**config.mk**
```make
export PLATFORM = sky130hd
export DESIGN_NAME = seq_mem_writer
export DESIGN_NICKNAME = d
export VERILOG_FILES = /design/src/rtl/mem_pkg.sv /design/src/rtl/byte_ram.sv /design/src/rtl/seq_mem_writer.sv
export SDC_FILE = /design/constraint.sdc
export NUM_CORES = 2
export LEC_CHECK = 0
export BUFFER_PORTS_ARGS = -buffer_cell sky130_fd_sc_hd__buf_2
export CAP_MARGIN = 0
export CORE_ASPECT_RATIO = 0.5
export CORE_MARGIN = 5
export CORE_UTILIZATION = 50
export CTS_CLUSTER_SIZE = 14
export DETAILED_ROUTE_END_ITERATION = 7
export PLACE_DENSITY_LB_ADDON = 0.25
export SYNTH_ARGS = -nofsm -noshare
export SYNTH_HDL_FRONTEND = slang
export SYNTH_SLANG_ARGS = --single-unit
```
**constraint.sdc**
```tcl
create_clock -name clock -period 7.8 [get_ports clock]
set_clock_uncertainty 0.15 [all_clocks]
set_input_delay 1.56 -clock clock [delete_from_list [all_inputs] [get_ports clock]]
set_output_delay 1.56 -clock clock [all_outputs]
set_load 0.01 [all_outputs]
```
**src/rtl/mem_pkg.sv**
```systemverilog
// Shared widths, state encoding and element types for the byte memory and
// its sequential writer/reader, so both ends agree on sizes.
package mem_pkg;
  localparam int DATA_W = 8;
  localparam int ADDR_W = 8;
  localparam int DEPTH  = 1 << ADDR_W;

  typedef logic [DATA_W-1:0] byte_t;
  typedef logic [ADDR_W-1:0] addr_t;
  typedef logic [ADDR_W:0]   len_t;

  typedef enum logic [1:0] {IDLE, WRITE, DONE} wr_state_t;
endpackage

```
**src/rtl/byte_ram.sv**
```systemverilog
// DEPTH x DATA_W storage: one synchronous write port, one asynchronous read
// port. A same-cycle read of the written address returns the old contents.
module byte_ram #(
  parameter int DATA_W = 8,
  parameter int ADDR_W = 8
) (
  input  logic              clock,
  input  logic              we,
  input  logic [ADDR_W-1:0] waddr,
  input  logic [DATA_W-1:0] wdata,
  input  logic [ADDR_W-1:0] raddr,
  output logic [DATA_W-1:0] rdata
);
  logic [DATA_W-1:0] mem [2**ADDR_W];

  always_ff @(posedge clock) begin
    if (we) mem[waddr] <= wdata;
  end

  assign rdata = mem[raddr];
endmodule

```
**src/rtl/seq_mem_writer.sv**
```systemverilog
// Sequential fill engine: writes a valid/ready byte stream to consecutive
// addresses of an internal byte_ram, starting at a latched base and wrapping.
module seq_mem_writer #(
  parameter int DATA_W = 8,
  parameter int ADDR_W = 8
) (
  input  logic              clock,
  input  logic              reset,
  input  logic              start,
  input  logic [ADDR_W-1:0] base_addr,
  input  logic [ADDR_W:0]   length,
  input  logic              in_valid,
  input  logic [DATA_W-1:0] in_data,
  output logic              in_ready,
  output logic              busy,
  output logic              done,
  output logic [ADDR_W:0]   count,
  input  logic [ADDR_W-1:0] rd_addr,
  output logic [DATA_W-1:0] rd_data
);
  import mem_pkg::*;

  typedef logic [ADDR_W:0] cnt_t;
  localparam int N_WORDS = 1 << ADDR_W;

  wr_state_t         state;
  logic [ADDR_W-1:0] wr_ptr;
  cnt_t              remaining;
  logic              hs;
  logic              we;

  // Requests beyond the array size saturate to one full pass.
  function automatic cnt_t clamp_len(input cnt_t l);
    return (l > cnt_t'(N_WORDS)) ? cnt_t'(N_WORDS) : l;
  endfunction

  assign hs = in_ready && in_valid;
  // Gating with reset keeps the aborting edge from committing a write.
  assign we = hs && !reset;

  always_ff @(posedge clock) begin
    if (reset) begin
      state     <= IDLE;
      in_ready  <= 1'b0;
      busy      <= 1'b0;
      done      <= 1'b0;
      count     <= '0;
      wr_ptr    <= '0;
      remaining <= '0;
    end else begin
      case (state)
        IDLE: begin
          done <= 1'b0;
          if (start) begin
            wr_ptr    <= base_addr;
            remaining <= clamp_len(length);
            count     <= '0;
            if (length == '0) begin
              state <= DONE;
              done  <= 1'b1;
            end else begin
              state    <= WRITE;
              in_ready <= 1'b1;
              busy     <= 1'b1;
            end
          end
        end
        WRITE: begin
          if (hs) begin
            wr_ptr    <= wr_ptr + 1'b1;
            remaining <= remaining - 1'b1;
            count     <= count + 1'b1;
            if (remaining == cnt_t'(1)) begin
              state    <= DONE;
              in_ready <= 1'b0;
              busy     <= 1'b0;
              done     <= 1'b1;
            end
          end
        end
        DONE: begin
          state <= IDLE;
          done  <= 1'b0;
        end
        default: begin
          state    <= IDLE;
          in_ready <= 1'b0;
          busy     <= 1'b0;
          done     <= 1'b0;
        end
      endcase
    end
  end

  byte_ram #(.DATA_W(DATA_W), .ADDR_W(ADDR_W)) u_ram (
    .clock (clock),
    .we    (we),
    .waddr (wr_ptr),
    .wdata (in_data),
    .raddr (rd_addr),
    .rdata (rd_data)
  );
endmodule

```
==> impl_metrics.ini <==
[run_status]
status = finished clean

[floorplanning]
io_pins = 57
die_x_um = 580
initial_core_util_pct = 50.4
design.die.area_um2 = 171000
rows = 104
die_h_um = 295
core_area_um2 = 161000

[logic_synthesis]
syn_inst = 3972
yosys.area_share.simple_pct = 3.04
ys.flop_type = edfxtp_1
synth_top_family_by_area = multiplexers
synthDistinctLibCells = 70
synth_compound_area_share_pct = 4.17
synth_area_um2 = 81200
post_synth_fa_ha_maj_area_fraction_pct = 0.108
synth_mux_area_share_pct = 14.2
yosysSeqAreaShare_pct = 76.4
synth_edf_count = 2048
ys_async_sr_fraction_pct = 0
ys_seq_elements = 2078
synth_xor_area_share_pct = 0.0862
syn_nets = 4016
ys_warn_count = 0
synth_area_per_cell_um2 = 20.5

[sta]
drv_slew = 0
setup_violations = 0
finalHoldViolations = 0
max_freq_mhz = 138
worstMarginPinSlew_ps = 1250
slew_headroom_pct = 15.9
period_share_pct = 92.9
fin_tns_setup_ps = 0
period_needed_ps = 7250
rsz0062_at_grt = no

[power_and_ir_drop]
p_leak_nw = 27.4
power.total_mw = 22.0
pwr_density_cell_nw_per_um2 = 246
max-vdd-ir-drop_mv = 0.224

[cts]
root_buffer = clkbuf_16
cts_tree = built
cts_made_buffers = 187
clock-sinks = 2078
htreeDepth = 4
cts_hold_buffers = 0
clk_pin_slew_ps = 60
clockBufferDepth = 4
clk_latency_ps = 810
cts_setup_buffers = 0
ctsResizeCount = 0

[layout]
syn_to_final_growth_pct = 9.74
most-common-layout-cells = edfxtp_1, mux4_2, nor2_1
drive_gt1_share_pct = 20.8
mostFrequentLayoutCell = edfxtp_1
nets = 4110
fillers = 11900
regArea_um2 = 62100
fin_cells = 6352
multi_input_area_um2 = 17600

[grt]
grt_overflow_total = 0
grt_pass1_vias = 40400
grt_use_total_pct = 22.6
grt_max_degree = 162
antenna_found_initial = 7
grt_pass1_wl_um = 284000

[place]
gp_congestion = 0.834
port-buffer-count = 56
dp_hpwl_um = 117000
dp.cells = 6050

[detailed_routing]
drc = 0
wire_per_inst_um = 30.6
initialDrtViolationCount = 5150
vias_per_cell = 6.37
ant_nets = 0
routed_wl_um = 195000
firstDrtPassIters = 5
vias = 40500

[critical_path]
path_cells = buf_4 > and2_2 > buf_4 > a221oi_1 > o21ai_0 > nand4_1 > nor4_1 > buf_2
end_kind = primary output
worstPathRequired_ps = 6090
cp_slowest_stage_delay_ps = 1060
path_max_fanout = 42
cp_common_cell = buf_4
cp-start-kind = input pin
path_class = in2out
crit_arrival_ps = 5540
slowest_stage = nor4_1

[job]
maxCapViolations = 0

[min_path]
hold_path_class = reg2reg
==> report_power, final <==
group	switching (mW)	internal, mW
combinational	0.777	0.399
clock	3.89	4.61
sequential	0.0200	12.3
==> worst max-delay path: cells and delay by family <==
kind	cells	cell delay, ps
and+or+nand+nor	3	2400
buffers and inverters	3	1210
AOI/OAI and AO/OA	2	300
==> kinds of logic after synthesis <==
group / Yosys count
muxes: 589
AOI/OAI and AO/OA: 484
xor gates and xnor gates: 8
and+or+nand+nor: 539
adders and majority gates: 7
buffers and inverters: 267
DFF: 2078
==> state kept, by name, summed over array words and instances (netlist names) <==
register / cells
busy: 1
count: 9
done: 1
remaining: 9
state: 2
u_ram.mem: 2048
wr_ptr: 8
==> final cells by class <==
class	instances	area share (%)
diodes	1	0.00281
clock buffers	242	5.55
clock inverters	59	0.479
inverters	10	0.0421
multi-input cells	1627	19.7
flip-flops and latches	2078	69.6
well taps	2173	3.05
repair buffers	162	1.54
==> cells in the mapped netlist (all sizes together) (36+ instances only) <==
| master | instances | area share, % |
|---|---|---|
| edfxtp | 2048 | 76 |
| mux4 | 447 | 12 |
| nor2 | 310 | 1.4 |
| buf | 134 | 1.4 |
| mux2i | 134 | 1.7 |
| a22oi | 123 | 1.1 |
| clkbuf | 123 | 0.57 |
| a21oi | 89 | 0.55 |
| nand2 | 68 | 0.31 |
| o21ai | 54 | 0.33 |
| nand3 | 40 | 0.25 |
| o22ai | 36 | 0.28 |
==> final timing paths <==
path	from	cells past startpoint	to	slack (ps)
setup reg to reg	busy	5	u_ram.mem[129][5]	3770
setup / recovery	rd_addr[2]	8	rd_data[1]	550
hold reg to reg	done	2	done	300
hold / removal	done	2	done	300
==> stage by stage <==
step	utilization, %	hold WS (ps)	area (um2)	setup slack (ps)
global placement	52.0	298	83800	484
detailed placement	52.0	298	83800	540
finish	55.3	302	89200	554
global route	55.3	348	89200	472
floorplan	-	297	81200	2740
CTS	55.3	306	89200	538
==> layer usage <==
metal  up-vias  part of all wire (%)  track usage [%]  wire length [um]
li1      16700                     -                -                 -
met1     21400                    41             32.7             79100
met2      1997                    47             35.8             92100
met3       340                   9.0             4.31             17600
met4         2                   3.0             6.32              5780
met5         -                0.0067                0                13
(Power assumes the default switching activity.)
